<file path="src/rtl/adc_fill_writer_if.sv">
// Port A of the ADC data memory and the write side of the ADC header FIFO,
// bundled for the fill writer (master) and the memory/FIFO wrapper (slave).
interface adc_fill_writer_if #(
    parameter int ADDR_W = 12
);
    logic              ADC_data_mem_wea;
    logic [ADDR_W-1:0] ADC_data_mem_addra;
    logic [31:0]       ADC_data_mem_dina;
    logic              ADC_header_fifo_wr_en;
    logic [31:0]       ADC_header_fifo_din;
    logic              ADC_header_fifo_full;

    modport master (
        output ADC_data_mem_wea,
        output ADC_data_mem_addra,
        output ADC_data_mem_dina,
        output ADC_header_fifo_wr_en,
        output ADC_header_fifo_din,
        input  ADC_header_fifo_full
    );

    modport slave (
        input  ADC_data_mem_wea,
        input  ADC_data_mem_addra,
        input  ADC_data_mem_dina,
        input  ADC_header_fifo_wr_en,
        input  ADC_header_fifo_din,
        output ADC_header_fifo_full
    );
endinterface

</file>
<file path="src/rtl/adc_fill_writer.sv">
// ADC fill writer: on an accepted trigger, writes FILL_LEN ADC words into a
// circular data memory, then pushes a two-word header into the header FIFO.
module adc_fill_writer #(
    parameter int ADDR_W   = 12,
    parameter int FILL_LEN = 1024
) (
    input  logic                     clk,
    input  logic                     reset,
    input  logic                     enable,
    input  logic                     trigger,
    input  logic [31:0]              adc_data,
    input  logic                     adc_valid,
    input  logic                     rd_fill_done,
    adc_fill_writer_if.master        bus,
    output logic                     busy,
    output logic [31:0]              fill_num,
    output logic [15:0]              drop_count
);

    localparam logic [ADDR_W:0] FL_W     = (ADDR_W+1)'(FILL_LEN);
    localparam logic [ADDR_W:0] DEPTH_W  = {1'b1, {ADDR_W{1'b0}}};
    localparam logic [ADDR_W:0] LAST_CNT = FL_W - 1'b1;

    // COMMIT is the cycle in which word1 is on the FIFO bus; the fill is
    // committed at its end so busy and fill_num fall/update together.
    typedef enum logic [2:0] {
        IDLE,
        CAPTURE,
        HDR0,
        HDR1,
        COMMIT
    } state_t;

    state_t            state, state_next;
    logic [ADDR_W-1:0] wr_ptr;
    logic [ADDR_W-1:0] start_addr;
    logic [ADDR_W:0]   sample_cnt;
    logic [ADDR_W:0]   words_used, used_sum, used_next;
    logic              space_ok;
    logic              accept, cap_wr, hdr0_wr, hdr1_wr, commit, drop;

    assign space_ok = (DEPTH_W - words_used) >= FL_W;
    assign drop     = trigger && !accept;

    // State register.
    always_ff @(posedge clk) begin
        if (reset) state <= IDLE;
        else       state <= state_next;
    end

    // Next-state and per-cycle action strobes.
    always_comb begin
        state_next = state;
        accept     = 1'b0;
        cap_wr     = 1'b0;
        hdr0_wr    = 1'b0;
        hdr1_wr    = 1'b0;
        commit     = 1'b0;
        unique case (state)
            IDLE: begin
                if (trigger && enable && space_ok && !bus.ADC_header_fifo_full) begin
                    accept     = 1'b1;
                    state_next = CAPTURE;
                end
            end
            CAPTURE: begin
                if (adc_valid) begin
                    cap_wr = 1'b1;
                    if (sample_cnt == LAST_CNT) state_next = HDR0;
                end
            end
            HDR0: begin
                if (!bus.ADC_header_fifo_full) begin
                    hdr0_wr    = 1'b1;
                    state_next = HDR1;
                end
            end
            HDR1: begin
                if (!bus.ADC_header_fifo_full) begin
                    hdr1_wr    = 1'b1;
                    state_next = COMMIT;
                end
            end
            COMMIT: begin
                commit     = 1'b1;
                state_next = IDLE;
            end
            default: state_next = IDLE;
        endcase
    end

    // Buffer occupancy: commit adds a fill, release frees one if available.
    always_comb begin
        used_sum  = words_used;
        if (commit) used_sum = words_used + FL_W;
        used_next = used_sum;
        if (rd_fill_done && used_sum >= FL_W) used_next = used_sum - FL_W;
    end

    // Datapath, counters and registered outputs.
    always_ff @(posedge clk) begin
        if (reset) begin
            wr_ptr                    <= '0;
            start_addr                <= '0;
            sample_cnt                <= '0;
            words_used                <= '0;
            fill_num                  <= '0;
            drop_count                <= '0;
            busy                      <= 1'b0;
            bus.ADC_data_mem_wea      <= 1'b0;
            bus.ADC_data_mem_addra    <= '0;
            bus.ADC_data_mem_dina     <= '0;
            bus.ADC_header_fifo_wr_en <= 1'b0;
            bus.ADC_header_fifo_din   <= '0;
        end else begin
            bus.ADC_data_mem_wea <= cap_wr;
            if (accept) begin
                start_addr <= wr_ptr;
                sample_cnt <= '0;
            end
            if (cap_wr) begin
                bus.ADC_data_mem_addra <= wr_ptr;
                bus.ADC_data_mem_dina  <= adc_data;
                wr_ptr                 <= wr_ptr + 1'b1;
                sample_cnt             <= sample_cnt + 1'b1;
            end
            bus.ADC_header_fifo_wr_en <= hdr0_wr || hdr1_wr;
            if (hdr0_wr)      bus.ADC_header_fifo_din <= {fill_num[31-ADDR_W:0], start_addr};
            else if (hdr1_wr) bus.ADC_header_fifo_din <= 32'(FILL_LEN);
            if (commit) fill_num <= fill_num + 1'b1;
            words_used <= used_next;
            busy       <= (state_next != IDLE);
            if (drop && drop_count != 16'hFFFF) drop_count <= drop_count + 1'b1;
        end
    end

endmodule

</file>
<file path="src/flat_wrapper.sv">
// flat-port wrapper written by rule: the top's interface ports become plain ports
module adc_fill_writer_flat 
#(
    parameter int ADDR_W   = 12,
    parameter int FILL_LEN = 1024
)
  (clk, reset, enable, trigger, adc_data, adc_valid, rd_fill_done, busy, fill_num, drop_count, bus_ADC_data_mem_wea, bus_ADC_data_mem_addra, bus_ADC_data_mem_dina, bus_ADC_header_fifo_wr_en, bus_ADC_header_fifo_din, bus_ADC_header_fifo_full);
  adc_fill_writer_if #(.ADDR_W(ADDR_W)) bus_i ();
  input  logic clk;
  input  logic reset;
  input  logic enable;
  input  logic trigger;
  input  logic [31:0] adc_data;
  input  logic adc_valid;
  input  logic rd_fill_done;
  output logic busy;
  output logic [31:0] fill_num;
  output logic [15:0] drop_count;
  output wire logic [$bits(bus_i.ADC_data_mem_wea)-1:0] bus_ADC_data_mem_wea;
  output wire logic [$bits(bus_i.ADC_data_mem_addra)-1:0] bus_ADC_data_mem_addra;
  output wire logic [$bits(bus_i.ADC_data_mem_dina)-1:0] bus_ADC_data_mem_dina;
  output wire logic [$bits(bus_i.ADC_header_fifo_wr_en)-1:0] bus_ADC_header_fifo_wr_en;
  output wire logic [$bits(bus_i.ADC_header_fifo_din)-1:0] bus_ADC_header_fifo_din;
  input wire logic [$bits(bus_i.ADC_header_fifo_full)-1:0] bus_ADC_header_fifo_full;
  assign bus_ADC_data_mem_wea = bus_i.ADC_data_mem_wea;
  assign bus_ADC_data_mem_addra = bus_i.ADC_data_mem_addra;
  assign bus_ADC_data_mem_dina = bus_i.ADC_data_mem_dina;
  assign bus_ADC_header_fifo_wr_en = bus_i.ADC_header_fifo_wr_en;
  assign bus_ADC_header_fifo_din = bus_i.ADC_header_fifo_din;
  assign bus_i.ADC_header_fifo_full = bus_ADC_header_fifo_full;
  adc_fill_writer #(.ADDR_W(ADDR_W), .FILL_LEN(FILL_LEN)) u_core (.clk(clk), .reset(reset), .enable(enable), .trigger(trigger), .adc_data(adc_data), .adc_valid(adc_valid), .rd_fill_done(rd_fill_done), .bus(bus_i), .busy(busy), .fill_num(fill_num), .drop_count(drop_count));
endmodule
</file>
<file path="config.mk">
export PLATFORM = sky130hd
export DESIGN_NAME = adc_fill_writer_flat
export DESIGN_NICKNAME = d
export VERILOG_FILES = /design/src/rtl/adc_fill_writer_if.sv /design/src/rtl/adc_fill_writer.sv /design/src/flat_wrapper.sv
export SDC_FILE = /design/constraint.sdc
export NUM_CORES = 1
export LEC_CHECK = 0
export ABC_AREA = 1
export CAP_MARGIN = 20
export CORE_MARGIN = 2
export CORE_UTILIZATION = 30
export CTS_BUF_LIST = sky130_fd_sc_hd__clkbuf_8
export DETAILED_ROUTE_END_ITERATION = 8
export MAX_ROUTING_LAYER = met4
export PLACE_DENSITY = 0.62
export SYNTH_ARGS = -nofsm -noshare
export SYNTH_HDL_FRONTEND = slang
export SYNTH_SLANG_ARGS = --single-unit
export TNS_END_PERCENT = 20
</file>
<file path="constraint.sdc">
create_clock -name clk -period 2.8 [get_ports clk]
set_input_delay 0.84 -clock clk [delete_from_list [all_inputs] [get_ports clk]]
set_output_delay 0.84 -clock clk [all_outputs]
set_load 0.01 [all_outputs]
</file>
# After elaboration in Yosys (flattened, before gate mapping)

Index checks and enable logic that the tools add are counted.

Bits in registers: 180
Bits of input ports: 39
Output and inout bits: 127
Word-level logic and storage cells: 61

Add/subtract/negate cells: 7
Order comparisons: 2
Eq/ne operators: 6
Muxes and demuxes: 20
Reduce and logical (&&, ||, !) cells: 13

Operators with widths:

| kind                     | count |
|---|---|
| $mux W32                 | 2 |
| $mux W13                 | 4 |
| $add A32 B1 Y32 const B  | 1 |
| $ge A13 B11 Y1 const B   | 2 |
| $add A16 B1 Y16 const B  | 1 |
| $ne A16 B16 Y1 const B   | 1 |
| $mux W3                  | 5 |
| $add A13 B1 Y13 const B  | 1 |
| $add A13 B11 Y13 const B | 1 |
| $eq A13 B10 Y1 const B   | 1 |
| $sub A13 B11 Y13 const B | 1 |
| $sub A13 B13 Y13 const A | 1 |
| $add A12 B1 Y12 const B  | 1 |
| $pmux W3 S4              | 1 |
| $mux W1                  | 8 |
| $eq A3 B2 Y1 const B     | 2 |
| $logic_and A1 B1 Y1      | 6 |
| $reduce_bool A2 Y1       | 2 |
| $eq A3 B1 Y1 const B     | 1 |
| $eq A3 B3 Y1 const B     | 1 |
| $logic_not A3 Y1         | 1 |
| $reduce_bool A3 Y1       | 1 |
| $logic_not A1 Y1         | 2 |
| $logic_or A1 B1 Y1       | 1 |

# Depth between registers and ports, before layout

Depth after elaboration: 9
Gate-level depth with buffers: 12
Mapped depth without buffers: 12

# Worst setup path after synthesis

No wires, ideal clock.

Path type: input port to flip-flop
From: input port bus_ADC_header_fifo_full
To: register u_core.bus.ADC_header_fifo_din[14]
Library setup time: 0.070 ns
Arrival: 1.665 ns
Required time: 2.730 ns
Slack: 1.065 ns
Stages on the path: 6
Buffers on the path: 1
Cells stage by stage: inv_1 > nand3_1 > nor2_1 > buf_2 > nand2_1 > a21oi_1

Longest elaborated chain between the ends: 3
Elaborated cells on any way between the ends: 5
Those cells by class: 4 x mux; 1 x reduce/logical

Ends and longest elaborated chain:

| item                                                  | RTL line                                     | text |
|---|---|---|
| start: declaration                                    | flat_wrapper.sv:24                           | `input wire logic [$bits(bus_i.ADC_header_fifo_full)-1:0] bus_ADC_header_fifo_full;` |
| $mux W1 (*)                                           | adc_fill_writer.sv:73, adc_fill_writer.sv:79 |  |
| $mux W1                                               | adc_fill_writer.sv:59                        | `unique case (state)` |
| $mux W32 / $reduce_bool A2 Y1 (equally long branches) | --                                           |  |
| end signal: assignment                                | adc_fill_writer.sv:128                       | `if (hdr0_wr) bus.ADC_header_fifo_din <= {fill_num[31-ADDR_W:0], start_addr};` |
| end signal: assignment                                | adc_fill_writer.sv:129                       | `else if (hdr1_wr) bus.ADC_header_fifo_din <= 32'(FILL_LEN);` |
| end: declaration                                      | adc_fill_writer_if.sv:18                     | `output ADC_header_fifo_din,` |

Mark *: on every way between the ends. The rest lies on a longest branch, timed or not.
A chain may end at the register's enable or synchronous reset.

# Final worst setup path

From: register u_core.fill_num[4]
To: output port fill_num[4]

RTL lines:

| item                     | RTL line               | text |
|---|---|---|
| start: declaration       | adc_fill_writer.sv:16  | `output logic [31:0] fill_num,` |
| start signal: assignment | adc_fill_writer.sv:130 | `if (commit) fill_num <= fill_num + 1'b1;` |
| end: declaration         | flat_wrapper.sv:17     | `output logic [31:0] fill_num;` |

No word-level cell between the ends.

==> flow_metrics.py <==
metrics = {
    "power": {
        "p_per_area_nw_per_um2": 536,
        "p_leak_nw": 3.47,
        "ir_worst_vdd_v": 0.000229,
    },
    "die": {
        "pin_count": 166,
        "initial_utilization_pct": 30.3,
        "die-height_um": 160,
        "core_um2": 24200,
        "die_x_um": 160,
        "die_area_um2": 25700,
        "rows": 57,
    },
    "sta": {
        "rsz0062_at_grt": "false",
        "slew_headroom_pct": 44.0,
        "period_share_pct": 84.5,
        "max_freq_mhz": 422,
        "worst_slew_pin_slew_ns": 0.839,
        "setup_viol": 0,
        "slew_viol_final": 0,
        "fin_tns_setup_ns": 0,
        "fin_crit_ns": 2.37,
        "final_hold_viol_count": 0,
        "fin_skew_ns": 0.0266,
    },
    "clocking": {
        "path_clk_slew_ns": 0.09,
        "post_cts_buffers": 0,
        "htreeDepth": 4,
        "clock-sinks": 170,
        "clk_root_buffer_cell": "clkbuf_8",
        "hold_buffers": 0,
        "cts_max_path_buffers": 2,
        "cts_resized": 0,
        "cts_made_buffers": 17,
        "cts_tree": "yes",
        "clk_latency_ns": 0.46,
    },
    "global_routing": {
        "grt_max_degree": 74,
        "grt.overflow.total": 0,
        "grt_pass1_wl_mm": 32.2,
        "grt.total_usage_pct": 15.7,
        "antenna_found_initial": 0,
        "grt_pass1_vias": 6524,
    },
    "synthesis": {
        "synth_top_family_by_area": "simple AND/OR/NAND/NOR gates",
        "netlist_area_um2": 7320,
        "yosys_register_bits": 170,
        "syn_avg_cell_area_um2": 7.02,
        "synth_area_leaders": "dfxtp_1 (46%), nand2_1 (13%), nor2_1 (8.7%)",
        "ys_types": 30,
        "synthSimpleGateAreaFrac_pct": 29.8,
        "synthCells": 1043,
        "yosysTopAreaCell": "dfxtp_1",
        "yosys_warnings": 0,
        "synthMuxAreaShare_pct": 0,
        "synthAdderAreaFrac_pct": 1.54,
        "synth-seq-area-share_pct": 46.5,
        "synth_compound_area_share_pct": 13.5,
        "synth_top_area_share_pct": 46.5,
        "synth-xor-area-share_pct": 1.67,
        "synth_fp_nets": 1091,
    },
    "final_layout": {
        "num-fill-cells": 2469,
        "syn_to_final_growth_pct": 33.1,
        "multiInputGateArea_um2": 3410,
        "final_cells": 1537,
        "regArea_um2": 3400,
        "n_antenna_cell": 0,
        "design_area_um2": 9750,
        "drive_gt1_share_pct": 5.44,
        "final_net_count": 1248,
    },
    "route": {
        "wl_mm": 19.1,
        "drt_iter0_drc": 465,
        "ant_nets": 0,
        "drcViolationCount": 0,
        "via_per_inst": 4.57,
        "vias": 7018,
        "wl_per_cell_um": 12.4,
        "drtPass1Iterations": 5,
    },
    "run_status": {
        "status": "finished clean",
    },
    "hold_path": {
        "holdPathStages": 2,
        "min_from": "u_core.sample_cnt[9]",
        "hold_path_end": "u_core.sample_cnt[9]",
        "min_path_type": "reg2reg",
    },
    "critical_path": {
        "path_cells": "clkdlybuf4s50_1",
        "rr_startpoint": "u_core.words_used[10]",
        "endpoint_kind": "output port",
        "worst-path-buf-inv": 1,
        "critPathMaxStageDelay_ns": 0.60,
        "critPathRequiredTime_ns": 1.96,
        "crit_path_max_fanout": 8,
        "crit_type": "reg2out",
        "slowest_stage": "clkdlybuf4s50_1",
        "rr_worst_depth": 9,
        "cp.arrival_ns": 1.53,
        "worst_setup_path_start_kind": "flip-flop",
        "reg2reg_slack_ns": 0.56,
        "cp_top_family": "buffers and inverters",
        "rr_endpoint": "u_core.drop_count[5]",
    },
    "placed_design": {
        "place_hpwl_mm": 13.6,
        "dp_cells": 1505,
        "placed_area_um2": 9310,
        "io_buffers": 165,
        "place.gp.congestion": 0.814,
    },
    "job": {
        "cap_viol_max_count": 0,
    },
}
-- worst max-delay path by stage --
stage	start	endpoint	slack, ns	cells past startpoint
2_1_floorplan	bus_ADC_header_fifo_full	u_core.bus.ADC_header_fifo_din[14]	1.07	6
3_3_place_gp	bus_ADC_header_fifo_full	u_core.drop_count[12]	0.1	9
3_5_place_dp	bus_ADC_header_fifo_full	u_core.drop_count[8]	0.05	9
4_1_cts	u_core.fill_num[4]	fill_num[4]	0.40	1
5_1_grt	u_core.words_used[10]	u_core.drop_count[12]	0.22	9
6_report	u_core.fill_num[4]	fill_num[4]	0.43	1
-- worst min-delay path, stage by stage, from the launching register on --
cell and delay, ns:
dfxtp_1 0.32, nand2_1 0.06, a21oi_1 0.05
-- stage by stage --
| step | hold slack [ns] | power, mW | setup slack (ns) | util (%) |
|---|---|---|---|---|
| CTS | 0.459 | 5.30 | 0.399 | 40.3 |
| detailed placement | 0.445 | 3.39 | 0.0457 | 38.5 |
| global route | 0.476 | 5.51 | 0.216 | 40.3 |
| floorplan | 0.430 | 3.11 | 1.07 | - |
| finish | 0.457 | 5.22 | 0.433 | 40.3 |
| global placement | 0.446 | 3.38 | 0.0985 | 38.5 |
-- kinds of logic after synthesis --
group / count (synthesis)
adder cells (fa/ha/maj): 9
XOR/XNOR: 14
flip-flops: 170
buffers and inverters: 127
AO/OA/AOI/OAI: 196
AND/OR/NAND/NOR: 527
-- cell usage in the layout, fill, tap and decap left out, types with 4 or more instances in the layout --
master	n
a21oi_1	109
nand4_1	19
ha_1	9
clkbuf_8	18
clkdlybuf4s50_1	164
nand2_1	257
buf_4	14
nor2_1	168
nor2_2	7
inv_2	4
inv_6	4
o21ai_0	83
xor2_1	11
nand3_1	44
clkinvlp_4	4
nor3_1	19
inv_1	81
dfxtp_1	170
-- synth_stat cells (all sizes together) --
library cell,n
nor2,177
a31oi,1
a21oi,109
ha,9
nand4,19
nand2,260
clkbuf,27
o21a,2
buf,15
dfxtp,170
nand3b,1
nor3b,3
nor3,20
or2,1
inv,85
a211oi,1
and3,1
xor2,11
xnor2,3
o21ai,83
nand3,45
-- report_power, final --
group          internal, mW  total [mW]  switching (mW)
logic                 0.321       0.724           0.402
registers              2.53        2.61          0.0708
clock network         0.926        1.89           0.964
total                  3.78        5.22            1.44
-- area by class of cell --
class / instances / share of cell area (%)
Clock buffer: 18 / 2.54
Timing Repair Buffer: 180 / 18.2
Clock inverter: 14 / 1.89
Inverter: 85 / 3.27
Multi-Input combinational cell: 746 / 35.0
Tap cell: 324 / 4.16
Sequential cell: 170 / 34.9
-- layer usage --
| layer | vias up | global-route usage, % | routed length [µm] |
|---|---|---|---|
| met5 | - | - | 0 |
| met4 | 0 | 4.22 | 240 |
| met3 | 20 | 2.96 | 743 |
| met2 | 127 | 26.1 | 9030 |
| met1 | 3192 | 19.6 | 9040 |
| li1 | 3679 | - | - |
-- flip-flops by register name, indices dropped and copies added (netlist names) --
name and flops:
u_core.fill_num 32, u_core.bus.ADC_header_fifo_din 32, u_core.bus.ADC_data_mem_addra 12, u_core.bus.ADC_header_fifo_wr_en 1, u_core.busy 1, u_core.bus.ADC_data_mem_dina 32, u_core.sample_cnt 13, u_core.drop_count 16
u_core.start_addr 12, u_core.state 3, u_core.wr_ptr 12, u_core.bus.ADC_data_mem_wea 1, u_core.words_used 3
Note: power is estimated with default switching activity, not from simulation.
